### src/rtl/prescaled_counter.sv
// Up/down counter with prescaler and WRAP / SATURATE / ONESHOT / HOLD modes.
// Optional compare output enabled by `PRESCALED_COUNTER_CMP_EN.
module prescaled_counter #(
    parameter int WIDTH     = 16,
    parameter int PRE_WIDTH = 8
) (
    input  logic                 clock,
    input  logic                 reset_L,
    input  logic                 clear,
    input  logic                 load,
    input  logic                 en,
    input  logic                 up,
    input  logic [1:0]           mode,
    input  logic [WIDTH-1:0]     max,
    input  logic [PRE_WIDTH-1:0] prescale,
    input  logic [WIDTH-1:0]     D,
`ifdef PRESCALED_COUNTER_CMP_EN
    input  logic [WIDTH-1:0]     cmp_val,
    output logic                 cmp_match,
`endif
    output logic [WIDTH-1:0]     Q,
    output logic                 tick,
    output logic                 tc,
    output logic                 done
);

    localparam logic [1:0] MODE_WRAP    = 2'b00;
    localparam logic [1:0] MODE_SAT     = 2'b01;
    localparam logic [1:0] MODE_ONESHOT = 2'b10;
    localparam logic [1:0] MODE_HOLD    = 2'b11;

    logic [WIDTH-1:0]     q_q, q_d;
    logic [PRE_WIDTH-1:0] pcnt_q, pcnt_d;
    logic                 tick_q, tick_d;
    logic                 tc_q, tc_d;
    logic                 done_q, done_d;
    logic                 step;
    logic                 term;
    logic [WIDTH-1:0]     q_next;

    always_comb begin
        q_d    = q_q;
        pcnt_d = pcnt_q;
        tick_d = 1'b0;
        tc_d   = 1'b0;
        done_d = done_q;
        step   = 1'b0;
        term   = 1'b0;
        q_next = up ? (q_q + WIDTH'(1)) : (q_q - WIDTH'(1));

        if (clear) begin
            q_d    = '0;
            pcnt_d = '0;
            done_d = 1'b0;
        end else if (load) begin
            q_d    = D;
            pcnt_d = '0;
            done_d = 1'b0;
        end else if (en) begin
            // >= rather than == so a prescale lowered below pcnt steps at once
            if (pcnt_q >= prescale) begin
                step   = 1'b1;
                pcnt_d = '0;
            end else begin
                pcnt_d = pcnt_q + PRE_WIDTH'(1);
            end
        end

        if (step) begin
            tick_d = 1'b1;
            term   = up ? (q_q >= max) : (q_q == '0);
            case (mode)
                MODE_WRAP: begin
                    if (term) begin
                        q_d  = up ? '0 : max;
                        tc_d = 1'b1;
                    end else begin
                        q_d = q_next;
                    end
                end
                MODE_SAT: begin
                    if (term) tc_d = 1'b1;
                    else      q_d  = q_next;
                end
                MODE_ONESHOT: begin
                    if (!done_q) begin
                        if (term) begin
                            tc_d   = 1'b1;
                            done_d = 1'b1;
                        end else begin
                            q_d = q_next;
                        end
                    end
                end
                MODE_HOLD: begin
                    q_d = q_q;
                end
                default: begin
                    q_d = q_q;
                end
            endcase
        end
    end

    always_ff @(posedge clock or negedge reset_L) begin
        if (!reset_L) begin
            q_q    <= '0;
            pcnt_q <= '0;
            tick_q <= 1'b0;
            tc_q   <= 1'b0;
            done_q <= 1'b0;
        end else begin
            q_q    <= q_d;
            pcnt_q <= pcnt_d;
            tick_q <= tick_d;
            tc_q   <= tc_d;
            done_q <= done_d;
        end
    end

    assign Q    = q_q;
    assign tick = tick_q;
    assign tc   = tc_q;
    assign done = done_q;

`ifdef PRESCALED_COUNTER_CMP_EN
    logic cmp_match_q, cmp_match_d;

    // Only edges that write Q can match; an idle cycle sitting on cmp_val does not
    always_comb begin
        cmp_match_d = (clear || load || step) && (q_d == cmp_val);
    end

    always_ff @(posedge clock or negedge reset_L) begin
        if (!reset_L) cmp_match_q <= 1'b0;
        else          cmp_match_q <= cmp_match_d;
    end

    assign cmp_match = cmp_match_q;
`endif

endmodule
### config.mk
export PLATFORM = sky130hd
export DESIGN_NAME = prescaled_counter
export DESIGN_NICKNAME = d
export VERILOG_FILES = /design/src/rtl/prescaled_counter.sv
export SDC_FILE = /design/constraint.sdc
export NUM_CORES = 1
export LEC_CHECK = 0
export CAP_MARGIN = 0
export CORE_MARGIN = 4
export CORE_UTILIZATION = 37
export CTS_CLUSTER_DIAMETER = 120
export DETAILED_ROUTE_END_ITERATION = 7
export PLACE_DENSITY = 0.61
export SLEW_MARGIN = 20
export SYNTH_ARGS = -nofsm -noshare
export SYNTH_HDL_FRONTEND = slang
export SYNTH_SLANG_ARGS = --single-unit
### constraint.sdc
create_clock -name clock -period 3.6 [get_ports clock]
set_input_delay 0.36 -clock clock [delete_from_list [all_inputs] [get_ports clock]]
set_output_delay 0.36 -clock clock [all_outputs]
set_load 0.02 [all_outputs]
* After elaboration in Yosys (flattened, before gate mapping) *
Index checks and enable logic that the tools add are counted.

storage, ports and cells
  register bits after elaboration = 27
  memory bits (read-only) = 0
  logic and storage cells = 47
  memories = 0
  bits in latches = 0
  bits in writable memories = 0

operators by class
  bitwise gates (word level) = 0
  shift operators = 0
  div/mod/pow operators = 0
  $mul = 0
  mux-type cells = 29
  add/subtract/negate cells = 3
  equality and inequality tests = 4
  reductions and logical operators = 4
  magnitude comparators = 2

operators by type and width
  kind                     number
  $mux W16                 8
  $pmux W16 S3             1
  $mux W8                  4
  $add A16 B1 Y16 const B  1
  $ge A16 B16 Y1           1
  $logic_not A16 Y1        1
  $sub A16 B1 Y16 const B  1
  $mux W1                  15
  $add A8 B1 Y8 const B    1
  $ge A8 B8 Y1             1
  $eq A2 B2 Y1 const B     2
  $reduce_bool A3 Y1       1
  $eq A2 B1 Y1 const B     1
  $logic_not A2 Y1         1
  $ne A2 B2 Y1 const B     1
  $pmux W1 S2              1
  $reduce_or A2 Y1         1

* Logic depth before layout (Yosys ltp) *
Gate-level depths: netlist of the first run.

  word-level depth = 6
  depth in mapped cells = 12
  gate-level depth less buffers = 10

* Worst setup path after synthesis of the first run *
Ideal clock, no wire load.

  kind = reg2reg
  start = reg q_q[0], in the netlist Q[0]
  end = reg q_q[8], in the netlist Q[8]
  setup slack = 0.809 ns
  data arrival time = 2.663 ns
  stages on the path, launching flop included = 12
  required time = 3.472 ns
  buffers on the path = 1
  path through = dfrtp_1 > inv_1 > ha_1 > nand2b_1 > a2111oi_2 > nor4_1 > o21ai_2 > and2_1 > buf_2 > mux2_2 > a221oi_1 > o21ai_1

on the way
  word-level cells in the longest chain between the ends = 6
  elaborated cells on any way between the ends = 11
  classes of those cells = add/sub (2); order compare (1); mux (7); reduce/logical (1)

ends and longest elaborated chain
  element                                     RTL line  RTL
  start, declared                             32        logic [WIDTH-1:0] q_q, q_d;
  start signal, assigned                      113       q_q <= q_d;
  $sub A16 B1 Y16 (tied with other cells)     49        q_next = up ? (q_q + WIDTH'(1)) : (q_q - WIDTH'(1));
  $mux W16 / $mux W1 (equally long branches)  49, 71
  $mux W16                                    82, 87
  $mux W16                                    86        if (!done_q) begin
  $pmux W16 S3 *                              72        case (mode)
  $mux W16 *                                  69        if (step) begin

Mark *: on every way between the ends. The rest lies on a longest branch, timed or not.
A chain may end at the register's enable or synchronous reset.

* Worst setup path after layout of the first run *
  start = in max[0]
  end = reg q_q[8], in the netlist Q[8]

on the way
  word-level cells in the longest chain between the ends = 6
  elaborated cells on any way between the ends = 7
  classes of those cells = order compare (1); mux (6)

ends and longest elaborated chain
  element           RTL line  RTL
  start, declared   14        input logic [WIDTH-1:0] max,
  $ge A16 B16 Y1 *  71        term = up ? (q_q >= max) : (q_q == '0);
  $mux W1 *         71
  $mux W16          82, 87
  $mux W16          86
  $pmux W16 S3 *    72
  $mux W16 *        69

Marked as above.

==> results of run 1 <==
==> layout by cell type (no fill, tap or decap), drive strengths merged, types with 2 or more instances in the layout <==
cell type / instances
dfrtp: 27
o211ai: 5
nor3: 12
clkbuf: 3
o22ai: 2
a22oi: 3
o31ai: 5
xor2: 7
nand4: 3
or2: 5
clkinv: 2
nor4: 8
a22o: 2
o2111ai: 2
clkdlybuf4s50: 66
nor2: 52
and2: 2
ha: 43
o21a: 8
a2111oi: 4
inv: 33
a221oi: 6
a211oi: 4
nand3: 16
mux2: 2
a21o: 6
a32o: 3
nand2b: 12
a21oi: 30
o21ai: 39
nand2: 28
or3: 3
xnor2: 8
o221ai: 3
a32oi: 3
a31oi: 8
mux2i: 17
buf: 18
and3: 6
==> state kept, by name, indices dropped and copies added (netlist names) <==
| signal | cells |
|---|---|
| tick | 1 |
| Q | 16 |
| done | 1 |
| tc | 1 |
| pcnt_q | 8 |
==> layout make-up <==
cell class | instances | area (um^2) | share of cell area, %
multi-input cells | 369 | 2590 | 59.2
repair buffers | 84 | 796 | 18.2
flip-flops and latches | 27 | 676 | 15.4
well taps | 111 | 139 | 3.18
inverters | 34 | 128 | 2.92
clock buffers | 3 | 41.3 | 0.944
clock inverters | 1 | 5.00 | 0.114
==> power by group <==
group	total [uW]	internal, uW	switching [uW]
registers	342	315	27.0
clock network	186	78.1	108
logic	469	217	252
total	997	610	387
==> layer usage <==
layer	global-route usage, %	share of wire [%]	up-vias
li1	-	-	1799
met1	28.5	45	1764
met2	34.7	48	127
met3	1.42	4.8	16
met4	6.94	1.9	0
met5	0	0	-
==> critical path, cell delays in order <==
cell             delay [ns]
clkdlybuf4s50_1        0.50
ha_1                   0.23
nand2b_1               0.15
a2111oi_2              0.50
nor4_1                 0.12
o21ai_2                0.21
and2_1                 0.36
mux2_2                 0.37
a221oi_1               0.28
o21ai_1                0.11
==> final timing paths <==
path	end	slack [ns]	cells past startpoint
min in group clock	pcnt_q[2]	0.55	1
max in group asynchronous	pcnt_q[2]	2.87	2
setup reg to reg	Q[8]	0.59	10
hold / removal	Q[6]	0.45	2
setup / recovery	Q[8]	0.58	10
hold reg to reg	pcnt_q[2]	0.55	1
==> per-stage QoR <==
step | hold slack [ns] | setup slack [ns] | std cells | instance area (um^2) | power (uW)
after detailed placement | 0.536 | 0.273 | 625 | 4330 | 814
after global routing | 0.485 | 0.472 | 629 | 4370 | 1060
after floorplan | 0.0644 | 0.809 | 449 | 3470 | 628
after global placement | 0.517 | 0.303 | 625 | 4330 | 807
after CTS | 0.460 | 0.559 | 629 | 4370 | 999
final | 0.448 | 0.580 | 629 | 4370 | 997
==> cell families after synthesis <==
group	after synthesis	share of synthesized area (%)
and+or+nand+nor	149	20.1
AOI/OAI and AO/OA	142	29.1
buffers and inverters	53	5.91
adders and majority gates	44	16.1
DFF	27	19.5
muxes	19	5.55
xor gates and xnor gates	15	3.79
==> synthesized netlist by cell type (4+ instances only) <==
| cell type | number | area [um^2] |
|---|---|---|
| nor2_1 | 52 | 195 |
| ha_1 | 43 | 538 |
| inv_1 | 33 | 124 |
| o21ai_0 | 33 | 165 |
| a21oi_1 | 29 | 145 |
| nand2_1 | 28 | 105 |
| dfrtp_1 | 27 | 676 |
| mux2i_1 | 17 | 170 |
| nand3_1 | 16 | 80.1 |
| clkbuf_1 | 14 | 52.6 |
| nand2b_1 | 12 | 75.1 |
| nor3_1 | 12 | 60.1 |
| a31oi_1 | 8 | 50.1 |
| nor4_1 | 8 | 50.1 |
| xnor2_1 | 8 | 70.1 |
| o21a_1 | 7 | 52.6 |
| xor2_1 | 7 | 61.3 |
| and3_1 | 6 | 37.5 |
| a221oi_1 | 5 | 43.8 |
| buf_2 | 5 | 25.0 |
| o211ai_1 | 5 | 37.5 |
| o21ai_1 | 5 | 25.0 |
| or2_2 | 5 | 31.3 |
| a21o_1 | 4 | 30.0 |
| o31ai_1 | 4 | 30.0 |
==> flow_metrics.env, run 1 <==
export IMPL_routed_wl_mm=11.6
export IMPL_hold_path_class="in2async"
export IMPL_dp_hpwl_mm=9.07
export IMPL_worst_ep_required_time_ns=3.78
export IMPL_cp_max_fo=9
export IMPL_root_buffer="clkbuf_8"
export IMPL_synth_ff_type="dfrtp_1"
export IMPL_netlist_instances=449
export IMPL_antenna_found_initial=0
export IMPL_nNetsFinal=611
export IMPL_max_slew_margin_pct=45.3
export IMPL_rsz0062_at_grt="no"
export IMPL_fillers=905
export IMPL_grt_overflow_total=0
export IMPL_reg2reg_from="Q[0]"
export IMPL_synth_cell_type_count=61
export IMPL_synth_edff_count=0
export IMPL_yosysSeqAreaShare_pct=19.5
export IMPL_ys_ff_latch=27
export IMPL_drive_gt1_share_pct=7.92
export IMPL_hold_viol_final=0
export IMPL_fp_dieW_um=105
export IMPL_cts_tree="done"
export IMPL_fin_util_pct=47.6
export IMPL_syn_nets=541
export IMPL_dr_pass1_iters=5
export IMPL_finalSetupTns_ns=0
export IMPL_post_route_drc_count=0
export IMPL_cts_hold_buf=0
export IMPL_finalSetupViolCount=0
export IMPL_ir_drop_v=0.000126
export IMPL_arrival_ns=3.20
export IMPL_fmax_ghz=0.331
export IMPL_start_util_pct=37.7
export IMPL_diodes=0
export IMPL_via_per_inst=5.89
export IMPL_cts_made_buffers=3
export IMPL_area_growth_pct=26.0
export IMPL_grt_pass1_vias=3662
export IMPL_power_density_nw_per_um2=228
export IMPL_max_cap_violations=0
export IMPL_die_area_um2=11000
export IMPL_clock_path_buffers=2
export IMPL_gp_congestion=0.898
export IMPL_async_flop_share_pct=100
export IMPL_grt_pass1_wl_mm=18.5
export IMPL_finClkSkew_ns=0.00905
export IMPL_pin_count=67
export IMPL_p_leak_uw=0.00197
export IMPL_portBuffers=66
export IMPL_start_kind="input pin"
export IMPL_clk_latency_ns=0.29
export IMPL_die_h_um=105
export IMPL_wl_per_cell_um=18.4
export IMPL_rows=35
export IMPL_path_clk_slew_ns=0.11
export IMPL_syn_area_um2=3470
export IMPL_first_iter_violations=256
export IMPL_htreeDepth=1
export IMPL_critPathLaunch="max[0]"
export IMPL_postCtsResizedCells=0
export IMPL_avgSynthCellArea_um2=7.73
export IMPL_grt_total_usage_pct=20.8
export IMPL_status="complete, no violations"
export IMPL_route_vias_total=3706
export IMPL_worst_pin_slew_ns=0.814
export IMPL_fp_coreArea_um2=9200
export IMPL_cts_sinks=27
export IMPL_worstSetupEndpointType="flop"
export IMPL_fin_crit_sh_pct=83.9
export IMPL_period_needed_ns=3.02
export IMPL_postCtsSetupBuffers=0
export IMPL_yosys_warnings=0
export IMPL_grt_max_degree=28
export IMPL_critical_path_class="in2reg"
export IMPL_ant_nets=0
export IMPL_slew_violations=0
No activity file was read; power rests on OpenSTA's default activity.
==> run 2: changes to the inputs <==
--- a/config.mk
+++ b/config.mk
@@ -10,7 +10,7 @@
 export CORE_UTILIZATION = 37
 export CTS_CLUSTER_DIAMETER = 120
 export DETAILED_ROUTE_END_ITERATION = 7
-export PLACE_DENSITY = 0.61
+export PLACE_DENSITY = 0.64
 export SLEW_MARGIN = 20
 export SYNTH_ARGS = -nofsm -noshare
 export SYNTH_HDL_FRONTEND = slang
==> constraint.sdc (replaced) <==
create_clock -name clock -period 2.7 [get_ports clock]
set_input_delay 0.27 -clock clock [delete_from_list [all_inputs] [get_ports clock]]
set_output_delay 0.27 -clock clock [all_outputs]
set_load 0.02 [all_outputs]
==> run 2 against run 1 <==
Worst hold slack worse by 0.086 ns. Critical path type unchanged. Sequential share of layout area shrank 2.0 points. Combinational power increased by 65%. Critical endpoint unchanged. Cell count increased by 12%. Via count rose by 8.7%. Critical path depth is 2 higher. Clock skew is 0.0036 ns lower. Global-route usage is 1.2 points higher.
==> flow_metrics.env, run 2 (same netlist as run 1, synthesis figures left out) <==
export IMPL_critPathSlowestCell="clkdlybuf4s50_1"
export IMPL_cp_max_fo=3
export IMPL_first_iter_violations=393
export IMPL_hold_path_class="in2async"
export IMPL_start_kind="input pin"
export IMPL_fmax_ghz=0.379
export IMPL_largest_reg_flops=16
export IMPL_grt_pass1_wl_mm=19.7
export IMPL_holdWs_ns=0.362
export IMPL_finClkSkew_ns=0.00546
export IMPL_clk_latency_ns=0.29
export IMPL_worst_pin_slew_ns=0.767
export IMPL_portBuffers=66
export IMPL_rows=35
export IMPL_die_area_um2=11000
export IMPL_grt_max_degree=28
export IMPL_status="complete, no violations"
export IMPL_worstSetupEndpointType="flop"
export IMPL_mostFrequentLayoutCell="buf_4"
export IMPL_path_clk_slew_ns=0.11
export IMPL_max_cap_violations=0
export IMPL_route_vias_total=4028
export IMPL_ant_nets=0
export IMPL_root_buffer="clkbuf_8"
export IMPL_area_growth_pct=45.8
export IMPL_dp_hpwl_mm=9.94
export IMPL_routed_wl_mm=12.4
export IMPL_fp_dieW_um=105
export IMPL_worst_ep_required_time_ns=2.88
export IMPL_p_leak_uw=0.00236
export IMPL_clock_path_buffers=2
export IMPL_place_ws_ns=-0.413
export IMPL_antenna_found_initial=0
export IMPL_dp_cells=701
export IMPL_cts_made_buffers=3
export IMPL_grt_total_usage_pct=22.0
export IMPL_rr_worst_depth=9
export IMPL_path_cells="clkdlybuf4s50_1 > inv_1 > ha_1 > nand4_1 > nor4_1 > buf_4 > o21ai_4 > buf_4 > nand3_1 > mux2_2 > a221oi_2 > o21ai_1"
export IMPL_fin_crit_sh_pct=97.6
export IMPL_die_h_um=105
export IMPL_start_util_pct=37.7
export IMPL_fp_coreArea_um2=9200
export IMPL_htreeDepth=1
export IMPL_max_slew_margin_pct=48.4
export IMPL_grt_overflow_total=0
export IMPL_layout_cells_non_filler=706
export IMPL_via_per_inst=5.71
export IMPL_power_density_nw_per_um2=293
export IMPL_diodes=0
export IMPL_post_route_drc_count=0
export IMPL_finalSetupViolCount=0
export IMPL_grt_pass1_vias=3926
export IMPL_power_uw=1480
export IMPL_critical_path_class="in2reg"
export IMPL_nNetsFinal=688
export IMPL_cts_sinks=27
export IMPL_cpPeakStageDelay_ns=0.52
export IMPL_hold_viol_final=0
export IMPL_dr_pass1_iters=4
export IMPL_rsz0062_at_grt="yes"
export IMPL_finalWorstSetupSlack_ns=0.0638
export IMPL_period_needed_ns=2.64
export IMPL_arrival_ns=2.82
export IMPL_cpMostUsedCell="buf_4"
export IMPL_slew_violations=0
export IMPL_pin_count=67
export IMPL_cts_tree="done"
export IMPL_fin_util_pct=55.0
export IMPL_ir_drop_v=0.000141
export IMPL_gp_congestion=0.891
export IMPL_final_cell_mix="buf_4 (95), clkdlybuf4s50_1 (65), nor2_1 (51), ha_1 (41)"
export IMPL_drive_gt1_share_pct=22.9
export IMPL_ff2ff_setup_slack_ns=0.10
export IMPL_wl_per_cell_um=17.5
==> run 2: cell count changes in the layout (fill, tap and decap cells not counted), sizes merged <==
cell	delta
clkinvlp	+1
dlymetal6s2s	+1
clkdlybuf4s50	-1
clkinv	-1
buf	+77
==> run 2: per-stage QoR <==
stage | TNS, ns | instance area [um^2]
final | 0 | 5060
after global routing | -0.0520 | 5060
after CTS | 0 | 4960
after detailed placement | -4.42 | 4900
after global placement | -3.26 | 4900
after floorplan | 0 | 3470
==> run 2: worst paths after layout <==
kind                       startpoint        end
max in group asynchronous     reset_L       Q[1]
min                           reset_L       Q[9]
max                            max[9]       Q[8]
max reg2reg                      Q[1]       Q[8]
min in group clock          pcnt_q[7]  pcnt_q[7]
min reg2reg                 pcnt_q[7]  pcnt_q[7]
==> run 2: report_power, final <==
| group | switching [uW] | leakage [uW] | total (uW) | internal, uW |
|---|---|---|---|---|
| Combinational | 387 | 0.00198 | 776 | 389 |
| Sequential | 22.7 | 0.000359 | 443 | 421 |
| Clock | 155 | 0.0000217 | 261 | 105 |
==> run 2: repair_timing <==
| item | in CTS | in global routing |
|---|---|---|
| setup buffers | 0 | 1 |
| pin swaps | 2 | 6 |
| resized for setup | 5 | 18 |
| hold buffers | 0 | 0 |
| setup endpoints to repair | 7 | 14 |
==> run 2: layout make-up <==
cell class / count / area [um^2]
Sequential cell: 27 / 681
Inverter: 34 / 130
Fill cell: 887 / 4140
Multi-Input combinational cell: 369 / 2690
Clock inverter: 1 / 7.51
Clock buffer: 3 / 41.3
Tap cell: 111 / 139
Timing Repair Buffer: 161 / 1380
==> run 2: worst max-delay path: cells and delay by family <==
| kind | cells | cell delay (ns) |
|---|---|---|
| buffers and inverters | 4 | 0.90 |
| AND/OR/NAND/NOR | 3 | 0.62 |
| AO/OA/AOI/OAI | 3 | 0.37 |
| multiplexers | 1 | 0.36 |
| adder cells (fa/ha/maj) | 1 | 0.29 |
==> run 2: routing by layer <==
metal / share of wire, % / track usage, % / routed length, um / vias to the layer above
li1: - / - / - / 1962
met1: 44 / 29.3 / 5380 / 1890
met2: 48 / 37.5 / 5960 / 154
met3: 6.3 / 2.53 / 775 / 22
met4: 2.0 / 5.90 / 246 / 0
met5: 0 / 0 / 0 / -
==> run 3: changes to the inputs <==
--- a/config.mk
+++ b/config.mk
@@ -5,12 +5,12 @@
 export SDC_FILE = /design/constraint.sdc
 export NUM_CORES = 1
 export LEC_CHECK = 0
+export ABC_AREA = 1
 export CAP_MARGIN = 0
 export CORE_MARGIN = 4
 export CORE_UTILIZATION = 37
 export CTS_CLUSTER_DIAMETER = 120
 export DETAILED_ROUTE_END_ITERATION = 7
-export PLACE_DENSITY = 0.64
 export SLEW_MARGIN = 20
 export SYNTH_ARGS = -nofsm -noshare
 export SYNTH_HDL_FRONTEND = slang
==> run 3 against run 2 <==
Die area increased by 17%. Sequential power is 6.3% higher. Highest routed layer unchanged. Largest power group unchanged. Clock-buffer cell count is the same.
==> flow_metrics.env, run 3 <==
export IMPL_area_growth_pct=22.6
export IMPL_postCtsSetupBuffers=0
export IMPL_grt_pass1_wl_mm=23.0
export IMPL_diodes=0
export IMPL_ir_drop_v=0.000197
export IMPL_rsz0062_at_grt="no"
export IMPL_cts_sinks=27
export IMPL_via_per_inst=5.14
export IMPL_fp_dieW_um=114
export IMPL_ant_nets=0
export IMPL_synth_cell_type_count=34
export IMPL_synth_ff_type="dfrtp_1"
export IMPL_syn_area_um2=4130
export IMPL_power_density_nw_per_um2=306
export IMPL_finClkSkew_ns=0.00528
export IMPL_cpMostUsedCell="nand2_1"
export IMPL_p_leak_uw=0.00276
export IMPL_path_clk_slew_ns=0.11
export IMPL_portBuffers=66
export IMPL_post_route_drc_count=0
export IMPL_place_ws_ns=0.0132
export IMPL_synth_most_common_cell="nand2_1"
export IMPL_nNetsFinal=891
export IMPL_fin_crit_sh_pct=88.4
export IMPL_critPathSlowestCell="clkdlybuf4s50_1"
export IMPL_worstSetupEndpointType="flop"
export IMPL_grt_max_degree=34
export IMPL_rows=38
export IMPL_holdWs_ns=0.363
export IMPL_arrival_ns=2.58
export IMPL_slew_violations=0
export IMPL_dr_pass1_iters=7
export IMPL_postCtsResizedCells=0
export IMPL_finalSetupTns_ns=0
export IMPL_synth_mux_area_share_pct=0
export IMPL_synth_area_leaders="nand2_1 (23%), dfrtp_1 (16%), ha_1 (13%), inv_1 (9.7%), nand3_1 (9.1%)"
export IMPL_finalWorstSetupSlack_ns=0.314
export IMPL_power_uw=1550
export IMPL_grt_pass1_vias=4640
export IMPL_synth_top_family_by_area="simple AND/OR/NAND/NOR gates"
export IMPL_grt_total_usage_pct=21.7
export IMPL_cts_tree="done"
export IMPL_worst_ep_required_time_ns=2.89
export IMPL_hold_viol_final=0
export IMPL_synth_compound_area_share_pct=10.5
export IMPL_netlist_instances=731
export IMPL_worst_pin_slew_ns=0.569
export IMPL_cts_hold_buf=0
export IMPL_yosysSeqAreaShare_pct=16.4
export IMPL_hold_path_class="in2async"
export IMPL_start_kind="input pin"
export IMPL_cp_max_fo=19
export IMPL_path_cells="clkdlybuf4s50_1 > inv_2 > ha_1 > nand2_1 > nand3_1 > a21oi_1 > xor2_1 > nand2_1 > o21ai_1 > nand2_1 > nand2_1 > nand2_1 > nand2_1 > nand2_1"
export IMPL_mostFrequentLayoutCell="nand2_1"
export IMPL_dp_hpwl_mm=10.7
export IMPL_gp_congestion=0.915
export IMPL_pin_count=67
export IMPL_synth_fa_ha_area_share_pct=13.5
export IMPL_cts_made_buffers=3
export IMPL_grt_overflow_total=0
export IMPL_root_buffer="clkbuf_8"
export IMPL_antenna_found_initial=0
export IMPL_synth_xor_area_share_pct=2.97
export IMPL_route_vias_total=4821
export IMPL_syn_nets=823
export IMPL_critical_path_class="in2reg"
export IMPL_first_iter_violations=285
export IMPL_wl_per_cell_um=14.9
export IMPL_final_cell_mix="nand2_1 (253), inv_1 (107), nand3_1 (75), clkdlybuf4s50_1 (66), nor2_1 (53)"
export IMPL_largest_reg_flops=16
export IMPL_avgSynthCellArea_um2=5.64
export IMPL_synth_simple_area_share_pct=43.3
export IMPL_synthTopCellsByCount="nand2_1 (253), inv_1 (107), nand3_1 (75)"
export IMPL_synth_edff_count=0
export IMPL_routed_wl_mm=13.9
export IMPL_start_util_pct=37.9
export IMPL_yosys_warnings=0
export IMPL_clk_latency_ns=0.28
export IMPL_status="complete, no violations"
export IMPL_async_flop_share_pct=100
export IMPL_synth_top_cell_area_share_pct=23.0
export IMPL_cpPeakStageDelay_ns=0.43
export IMPL_finalSetupViolCount=0
export IMPL_clock_path_buffers=2
export IMPL_drive_gt1_share_pct=4.64
export IMPL_max_slew_margin_pct=61.8
export IMPL_fp_coreArea_um2=10900
export IMPL_period_needed_ns=2.39
export IMPL_htreeDepth=1
export IMPL_fmax_ghz=0.419
export IMPL_ys_ff_latch=27
export IMPL_die_area_um2=12900
export IMPL_synth_largest_area_cell="nand2_1"
export IMPL_max_cap_violations=0
export IMPL_die_h_um=114
-- run 3: cell type report --
cell class | instances | area, um^2
inverter | 115 | 432
clock inverter | 1 | 7.51
clock buffer | 3 | 41.3
multi-input combinational | 564 | 2900
tap | 140 | 175
timing repair buffer | 88 | 826
sequential | 27 | 676
fill | 1223 | 5830
-- run 3: worst paths after layout --
kind,start,to,slack (ns),depth (start not counted)
min in group clock,pcnt_q[7],pcnt_q[7],0.61,2
worst max-delay path,up,Q[8],0.31,14
worst max register to register,Q[5],Q[10],0.32,16
worst min-delay path,reset_L,Q[12],0.36,2
worst min register to register,pcnt_q[7],pcnt_q[7],0.61,2
max in group asynchronous,reset_L,pcnt_q[0],2.05,2
-- run 3: cell families after synthesis --
family          after synthesis
simple gates                425
buf+inv                     140
compound gates               81
fa+ha+maj                    44
flops                        27
xor+xnor                     14
-- run 3: metal layers --
metal  up-vias  share of wire [%]  wire (um)  global-route usage [%]
met5         -                  0          0                       0
met4         0               0.75        104                    3.93
met3         7                7.4       1030                    2.23
met2       177                 45       6230                    36.0
met1      2184                 47       6580                    30.9
li1       2453                  -          -                       -
-- run 3: per-stage QoR --
stage / util (%) / cell area, um^2 / instances
finish: 46.4 / 5060 / 938
detailed placement: 46.0 / 5010 / 934
floorplan: - / 4130 / 731
CTS: 46.4 / 5060 / 938
global route: 46.4 / 5060 / 938
global placement: 46.0 / 5010 / 934
-- run 3: where the power goes --
part / total [uW] / internal, uW / switching, uW / leakage (uW)
combinational: 822 / 329 / 493 / 0.00238
sequential: 471 / 429 / 42.0 / 0.000360
clock: 252 / 105 / 147 / 0.0000217
-- run 3: worst max-delay path, delay by kind of cell --
family / cells / cell delay, ns
AOI/OAI and AO/OA: 2 / 0.32
xor gates and xnor gates: 1 / 0.24
adders and majority gates: 1 / 0.36
buffers and inverters: 2 / 0.70
and+or+nand+nor: 8 / 0.67
